[src/rtl/wb_stage.sv]
// rtl/wb_stage.sv - write-back stage: load formatting, GPR write port, return buffer, retire counter.
// Optional WB_DEBUG_TRACE_EN adds the PC register and debug_wb_* trace ports.
module wb_stage (
  input  logic        clk,
  input  logic        rst,
  input  logic        MEM_valid_w_i,
  output logic        WB_allowin_w_o,
  input  logic        CP0_excOccur_w_i,
  input  logic [4:0]  MEM_writeNum_i,
  input  logic [31:0] MEM_finalRes_i,
  input  logic        MEM_memReq_i,
  input  logic [2:0]  MEM_loadSel_i,
  input  logic [1:0]  MEM_alignCheck_i,
  input  logic [31:0] MEM_rtData_i,
  input  logic        data_data_ok,
  input  logic [31:0] data_rdata,
  output logic        WB_writeEnable_w_o,
  output logic [4:0]  WB_writeNum_w_o,
  output logic [31:0] WB_writeData_w_o,
  output logic        WB_forwardMode_w_o,
`ifdef WB_DEBUG_TRACE_EN
  input  logic [31:0] MEM_pc_i,
  output logic [31:0] debug_wb_pc,
  output logic [3:0]  debug_wb_rf_wen,
  output logic [4:0]  debug_wb_rf_wnum,
  output logic [31:0] debug_wb_rf_wdata,
`endif
  output logic [31:0] WB_retireCount_o
);

  localparam logic [2:0] LD_LW  = 3'd0;
  localparam logic [2:0] LD_LB  = 3'd1;
  localparam logic [2:0] LD_LBU = 3'd2;
  localparam logic [2:0] LD_LH  = 3'd3;
  localparam logic [2:0] LD_LHU = 3'd4;
  localparam logic [2:0] LD_LWL = 3'd5;
  localparam logic [2:0] LD_LWR = 3'd6;

  logic        take;

  logic        has_data_q,   has_data_d;
  logic        pending_q,    pending_d;
  logic [31:0] rbuf_q,       rbuf_d;
  logic [4:0]  write_num_q,  write_num_d;
  logic        mem_req_q,    mem_req_d;
  logic [2:0]  load_sel_q,   load_sel_d;
  logic [1:0]  offset_q,     offset_d;
  logic [31:0] rt_data_q,    rt_data_d;
  logic [31:0] word_q,       word_d;
  logic [31:0] retire_cnt_q, retire_cnt_d;
`ifdef WB_DEBUG_TRACE_EN
  logic [31:0] pc_q,         pc_d;
`endif

  logic [7:0]  ld_byte;
  logic [15:0] ld_half;
  logic [31:0] fmt_data;

  assign WB_allowin_w_o = !rst;
  assign take = MEM_valid_w_i && WB_allowin_w_o && !CP0_excOccur_w_i;

  always_comb begin
    has_data_d   = take;
    pending_d    = pending_q;
    rbuf_d       = rbuf_q;
    write_num_d  = write_num_q;
    mem_req_d    = mem_req_q;
    load_sel_d   = load_sel_q;
    offset_d     = offset_q;
    rt_data_d    = rt_data_q;
    word_d       = word_q;
    retire_cnt_d = has_data_q ? retire_cnt_q + 32'd1 : retire_cnt_q;
`ifdef WB_DEBUG_TRACE_EN
    pc_d         = pc_q;
`endif

    if (take) begin
      write_num_d = MEM_writeNum_i;
      mem_req_d   = MEM_memReq_i;
      load_sel_d  = MEM_loadSel_i;
      offset_d    = MEM_alignCheck_i;
      rt_data_d   = MEM_rtData_i;
      word_d      = MEM_memReq_i ? (pending_q ? rbuf_q : data_rdata) : MEM_finalRes_i;
`ifdef WB_DEBUG_TRACE_EN
      pc_d        = MEM_pc_i;
`endif
    end

    // A flush drops both the buffered return and any return arriving with it.
    if (CP0_excOccur_w_i) begin
      pending_d = 1'b0;
    end else if (take && MEM_memReq_i) begin
      pending_d = 1'b0;
    end else if (data_data_ok) begin
      pending_d = 1'b1;
      rbuf_d    = data_rdata;
    end
  end

  always_ff @(posedge clk or posedge rst) begin
    if (rst) begin
      has_data_q   <= 1'b0;
      pending_q    <= 1'b0;
      rbuf_q       <= 32'd0;
      write_num_q  <= 5'd0;
      mem_req_q    <= 1'b0;
      load_sel_q   <= 3'd0;
      offset_q     <= 2'd0;
      rt_data_q    <= 32'd0;
      word_q       <= 32'd0;
      retire_cnt_q <= 32'd0;
`ifdef WB_DEBUG_TRACE_EN
      pc_q         <= 32'd0;
`endif
    end else begin
      has_data_q   <= has_data_d;
      pending_q    <= pending_d;
      rbuf_q       <= rbuf_d;
      write_num_q  <= write_num_d;
      mem_req_q    <= mem_req_d;
      load_sel_q   <= load_sel_d;
      offset_q     <= offset_d;
      rt_data_q    <= rt_data_d;
      word_q       <= word_d;
      retire_cnt_q <= retire_cnt_d;
`ifdef WB_DEBUG_TRACE_EN
      pc_q         <= pc_d;
`endif
    end
  end

  always_comb begin
    ld_byte  = word_q[7:0];
    ld_half  = offset_q[1] ? word_q[31:16] : word_q[15:0];
    fmt_data = word_q;

    case (offset_q)
      2'd0:    ld_byte = word_q[7:0];
      2'd1:    ld_byte = word_q[15:8];
      2'd2:    ld_byte = word_q[23:16];
      default: ld_byte = word_q[31:24];
    endcase

    if (mem_req_q) begin
      case (load_sel_q)
        LD_LB:  fmt_data = {{24{ld_byte[7]}}, ld_byte};
        LD_LBU: fmt_data = {24'd0, ld_byte};
        LD_LH:  fmt_data = {{16{ld_half[15]}}, ld_half};
        LD_LHU: fmt_data = {16'd0, ld_half};
        LD_LWL: begin
          case (offset_q)
            2'd0:    fmt_data = {word_q[7:0],  rt_data_q[23:0]};
            2'd1:    fmt_data = {word_q[15:0], rt_data_q[15:0]};
            2'd2:    fmt_data = {word_q[23:0], rt_data_q[7:0]};
            default: fmt_data = word_q;
          endcase
        end
        LD_LWR: begin
          case (offset_q)
            2'd0:    fmt_data = word_q;
            2'd1:    fmt_data = {rt_data_q[31:24], word_q[31:8]};
            2'd2:    fmt_data = {rt_data_q[31:16], word_q[31:16]};
            default: fmt_data = {rt_data_q[31:8],  word_q[31:24]};
          endcase
        end
        default: fmt_data = word_q;
      endcase
    end
  end

  assign WB_writeEnable_w_o = has_data_q && (write_num_q != 5'd0);
  assign WB_writeNum_w_o    = write_num_q;
  assign WB_writeData_w_o   = fmt_data;
  assign WB_forwardMode_w_o = has_data_q;
  assign WB_retireCount_o   = retire_cnt_q;

`ifdef WB_DEBUG_TRACE_EN
  always_comb begin
    debug_wb_rf_wen = 4'b0000;
    if (WB_writeEnable_w_o) begin
      debug_wb_rf_wen = 4'b1111;
      if (mem_req_q && load_sel_q == LD_LWL) begin
        case (offset_q)
          2'd0:    debug_wb_rf_wen = 4'b1000;
          2'd1:    debug_wb_rf_wen = 4'b1100;
          2'd2:    debug_wb_rf_wen = 4'b1110;
          default: debug_wb_rf_wen = 4'b1111;
        endcase
      end else if (mem_req_q && load_sel_q == LD_LWR) begin
        case (offset_q)
          2'd0:    debug_wb_rf_wen = 4'b1111;
          2'd1:    debug_wb_rf_wen = 4'b0111;
          2'd2:    debug_wb_rf_wen = 4'b0011;
          default: debug_wb_rf_wen = 4'b0001;
        endcase
      end
    end
  end

  assign debug_wb_pc       = pc_q;
  assign debug_wb_rf_wnum  = WB_writeNum_w_o;
  assign debug_wb_rf_wdata = WB_writeData_w_o;
`endif

endmodule

[config.mk]
export PLATFORM = sky130hd
export DESIGN_NAME = wb_stage
export DESIGN_NICKNAME = d
export VERILOG_FILES = /design/src/rtl/wb_stage.sv
export SDC_FILE = /design/constraint.sdc
export NUM_CORES = 1
export LEC_CHECK = 0
export CORE_MARGIN = 2
export CORE_UTILIZATION = 35
export DETAILED_ROUTE_END_ITERATION = 12
export PLACE_DENSITY = 0.67
export SYNTH_ARGS = -nofsm -noshare
export SYNTH_HDL_FRONTEND = slang
export SYNTH_SLANG_ARGS = --single-unit
[constraint.sdc]
create_clock -name clk -period 6.1 [get_ports clk]
set_input_delay 1.22 -clock clk [delete_from_list [all_inputs] [get_ports clk]]
set_output_delay 1.22 -clock clk [all_outputs]
set_load 0.005 [all_outputs]
## Word level (Yosys, flattened, before mapping)

Index checks and enable logic that the tools add are counted.

- Muxes and demuxes: 11
- Equality and inequality tests: 8
- Add/subtract/negate cells: 1
- Reductions and logical operators: 10
- Bitwise logic cells: 2

Operators with widths:

| kind | number |
|---|---|
| $pmux W32 S3 | 2 |
| $pmux W32 S6 | 1 |
| $mux W32 | 3 |
| $add A32 B1 Y32 const B | 1 |
| $pmux W8 S3 | 1 |
| $mux W16 | 1 |
| $eq A3 B3 Y1 const B | 3 |
| $eq A3 B2 Y1 const B | 2 |
| $reduce_bool A5 Y1 | 1 |
| $logic_and A1 B1 Y1 | 4 |
| $eq A3 B1 Y1 const B | 1 |
| $mux W1 | 3 |
| $reduce_and A3 Y1 | 1 |
| $reduce_bool A3 Y1 | 1 |
| $eq A2 B1 Y1 const B | 1 |
| $eq A2 B2 Y1 const B | 1 |
| $logic_not A1 Y1 | 2 |
| $logic_not A2 Y1 | 1 |
| $not A1 Y1 | 2 |

- Word-level logic and storage cells: 42
- Output and inout port bits: 72
- Bits in registers: 141
- Bits of input ports: 112

## Depth between registers and ports, before layout

- Depth after elaboration: 6
- Gate-level depth with buffers: 8
- Depth with buffers taken out: 6

## Worst setup path after synthesis

No wires, ideal clock.

- Path type: input to output
- Start: input port rst
- End: output port WB_allowin_w_o
- Stages: 1
- Arrival time: 4148 ps
- Buffers on the path: 0
- Slack: 732 ps
- Data required time: 4880 ps
- Cells stage by stage: inv_1

- Cells in the longest elaborated chain, start to end: 1

RTL lines:

| what | line | RTL |
|---|---|---|
| from (decl) | 5 | `input logic rst,` |
| $logic_not A1 Y1 (no source line) | - |  |
| to (decl) | 7 | `output logic WB_allowin_w_o,` |

Every way passes these cells.

## Final worst setup path

- Start: register offset_q[1]
- End: output port WB_writeData_w_o[13]

- Cells in the longest elaborated chain, start to end: 4
- Elaborated cells on any way between the ends: 9
- Those cells by class: eq/ne (2); mux (6); reduce/logical (1)

RTL lines:

| what | line | RTL |
|---|---|---|
| from (decl) | 47 | `logic [1:0] offset_q, offset_d;` |
| from (signal assigned) | 122 | `offset_q <= offset_d;` |
| $eq A2 B2 Y1, or another cell as far along | 137, 151, 159 |  |
| $pmux W32 S3, or another cell as far along | 159 | `case (offset_q)` |
| $pmux W32 S6 * | 145 | `case (load_sel_q)` |
| $mux W32 * | 144 | `if (mem_req_q) begin` |
| to (decl) | 19 | `output logic [31:0] WB_writeData_w_o,` |

Mark *: on every way between the ends. The rest lies on a longest branch, timed or not.

==> results.ini <==
[detailed_routing]
totalWireLength_um = 25000
postRouteAntennaNets = 0
num_vias = 6992
drc = 0
detailedRoute.firstPassIterationCount = 5
avgRoutedWirePerCell_um = 18.5
detailedRoute.firstIterationViolations = 569
avgViaCountPerCell = 5.17

[floorplanning]
initial_utilization = 0.353
top_level_ports = 184
floorplan.die.width_um = 157
coreArea_um2 = 23300
die_area_um2 = 24700
row_count = 56
floorplan.die.height_um = 157

[placement]
dp_hpwl_um = 17700
dpl_worst_slack_ps = 1720
placer_congestion_estimate = 0.848
postPlaceCellArea_um2 = 10200
portBuffers = 183

[logic_synthesis]
post_synth_num_cell_types = 53
synth_seq_area_share = 0.429
synth-main-ff-cell = dfrtp_1
ys_async_sr_fraction = 1.00
postSynthNetCount = 987
synth_seq_cells = 141
number_of_synthesized_flops_with_an_enable_pin = 0
avgSynthCellArea_um2 = 9.41
post_synthesis_cell_area_um2 = 8220
synthCells = 874
yosys_warnings = 0

[critical_path]
startpoint_type = flip-flop
worstSetupEndpointType = output port
timing.critical_path.max_delay_family = flip-flops
cp_num_buf_inv = 2
cp_cell_instances = buf_4 > or3b_2 > o21ai_0 > o22ai_1 > o32a_1 > clkdlybuf4s50_1
critPathMaxStageDelay_ps = 980
cp_max_fo = 50
arrival_ps = 3450
classification_of_the_worst_setup_path = flip-flop to output port
slowest_cell_on_crit_path = dfrtp_2
critPathRequiredTime_ps = 4880

[timing]
setup_repair_after_global_routing_missed_its_margin = false
min_period_ps = 4670
tightestPinTransition_ps = 1110
fin_crit_sh = 0.765
slew_headroom = 0.257
setup_ws_ps = 1430
finalHoldViolations = 0
fin_setup_tns_ps = 0
skew_ps = 9.29
timing_max_transition_violations_final = 0
fmax_mhz = 214
final_count_of_negative_setup_slack_endpoints = 0

[clock_network]
ctsHtreeMaxLevel = 4
worstSkewPairLatency_ps = 430
cts_setup_buffers = 0
ctsResizeCount = 0
clk_root_buffer_cell = clkbuf_16
cts_tree = yes
hold_buf_cts = 0
cts_num_sinks = 141
number_of_cts_inserted_buffers = 17
cts-root-to-sink-buffers = 2
cts.reportedPaths.clkPinSlew_ps = 70

[power]
power.ir.vdd_worst_v = 0.000138
pwr-share-clk = 0.324
netSwitchingPower_uw = 1110
intPower_uw = 2130
total_leakage_power_uw = 0.00464
sw_frac_of_total = 0.343
part_of_the_total_power_dissipated_in_sequential_elements = 0.390
cellPowerDensity_nw_per_um2 = 301
comb_power_share = 0.286

[global_route]
grt_first_pass_wirelength_um = 38300
groute.usage.overall = 0.203
antenna_violations_before_repair = 1
first_global_vias = 6653
grt_max_degree = 108
global_route_total_overflow = 0

[layout]
finalNetCount = 1133
postLayoutCellArea_um2 = 10800
fin_util = 0.464
area_delta_synth_final_pct = 31.2
drive_above_1_share = 0.107

[outcome]
result_of_the_run = finished clean

[min_path]
worst_hold_class = flip-flop to flip-flop

[job]
max_cap_viol_count = 0

-- Yosys cell counts, types with 4 or more instances --
master	count	area [µm²]
nand3_1	13	65.1
clkbuf_1	32	120
nor3_1	6	30.0
xor2_1	4	35.0
a21oi_1	9	45.0
nor2b_1	9	56.3
nand2_1	230	863
nand4_1	11	68.8
o32a_1	8	80.1
a21boi_0	7	52.6
o22ai_1	15	93.8
mux2_2	15	169
and3_1	13	81.3
o221ai_1	7	61.3
buf_6	8	90.1
dfrtp_1	141	3530
buf_4	5	37.5
xnor2_1	27	236
or3b_2	7	61.3
buf_2	15	75.1
a32oi_1	8	70.1
o21ai_0	97	485
a211oi_1	15	113
o22a_1	8	70.1
nor2_1	18	67.6
mux2_4	33	495
inv_1	5	18.8
mux2i_1	74	741
-- registers in the layout, summed over array words and instances (netlist names) --
| signal | flops |
|---|---|
| load_sel_q | 3 |
| WB_writeNum_w_o | 5 |
| WB_retireCount_o | 32 |
| WB_forwardMode_w_o | 1 |
| word_q | 32 |
| pending_q | 1 |
| rt_data_q | 32 |
| mem_req_q | 1 |
| offset_q | 2 |
| rbuf_q | 32 |
-- metrics by stage --
stage / instances / total power (µW) / hold slack, ps
4_1_cts: 1352 / 3270 / 478
5_1_grt: 1353 / 3420 / 496
2_1_floorplan: 874 / 1760 / 439
6_report: 1353 / 3250 / 474
3_5_place_dp: 1320 / 2200 / 462
3_3_place_gp: 1320 / 2180 / 459
-- per-layer routing --
layer / vias up / wire length [µm] / global-route usage
li1: 3374 / - / -
met1: 3380 / 11300 / 0.283
met2: 207 / 11800 / 0.320
met3: 31 / 1320 / 0.0366
met4: 0 / 558 / 0.0671
met5: - / 0 / 0
-- layout by cell type (no fill, tap or decap), types with 9 or more instances in the layout --
| master | count |
|---|---|
| clkdlybuf4s50_1 | 182 |
| nand4_1 | 11 |
| clkbuf_16 | 17 |
| nor2b_1 | 9 |
| nand3_1 | 13 |
| o22ai_1 | 15 |
| mux2_4 | 33 |
| a211oi_1 | 15 |
| and3_1 | 13 |
| mux2i_1 | 74 |
| a21oi_1 | 9 |
| nor2_1 | 18 |
| dfrtp_1 | 139 |
| o21ai_0 | 97 |
| nand2_1 | 230 |
| xnor2_1 | 27 |
| mux2_2 | 15 |
-- cell type report --
class,count,area [µm²]
antenna,1,2.50
clock buffer,17,425
clock inverter,15,181
fill,2263,12500
inverter,6,27.5
multi-input combinational,664,4340
sequential,141,3530
tap,319,399
timing repair buffer,190,1880
-- logic make-up after synthesis --
logic type | after synthesis | synth area share
fa+ha+maj | 1 | 0.00152
compound gates | 184 | 0.142
simple gates | 325 | 0.177
flops | 141 | 0.429
buf+inv | 69 | 0.0434
mux | 123 | 0.174
xor+xnor | 31 | 0.0330
-- power by group through the flow --
stage	combinational (µW)	sequential, µW	clock (µW)
after floorplan	585	1180	0
after global placement	913	1270	0
after detailed placement	928	1270	0
after CTS	930	1260	1080
after global routing	1020	1280	1120
final	929	1260	1050
-- final timing paths --
path	from	to	slack, ps	cells past startpoint
min	WB_retireCount_o[31]$_DFFE_PP0P_	WB_retireCount_o[31]$_DFFE_PP0P_	470	1
min reg2reg	WB_retireCount_o[31]$_DFFE_PP0P_	WB_retireCount_o[31]$_DFFE_PP0P_	470	1
max reg2reg	WB_retireCount_o[3]$_DFFE_PP0P_	WB_retireCount_o[28]$_DFFE_PP0P_	4020	4
max in group asynchronous	rst	word_q[6]$_DFFE_PP0P_	3860	3
min in group asynchronous	rst	rbuf_q[27]$_DFFE_PP0P_	1190	2
max	offset_q[1]$_DFFE_PP0P_	WB_writeData_w_o[13]	1430	6
Power figures use the tool's default switching activity.
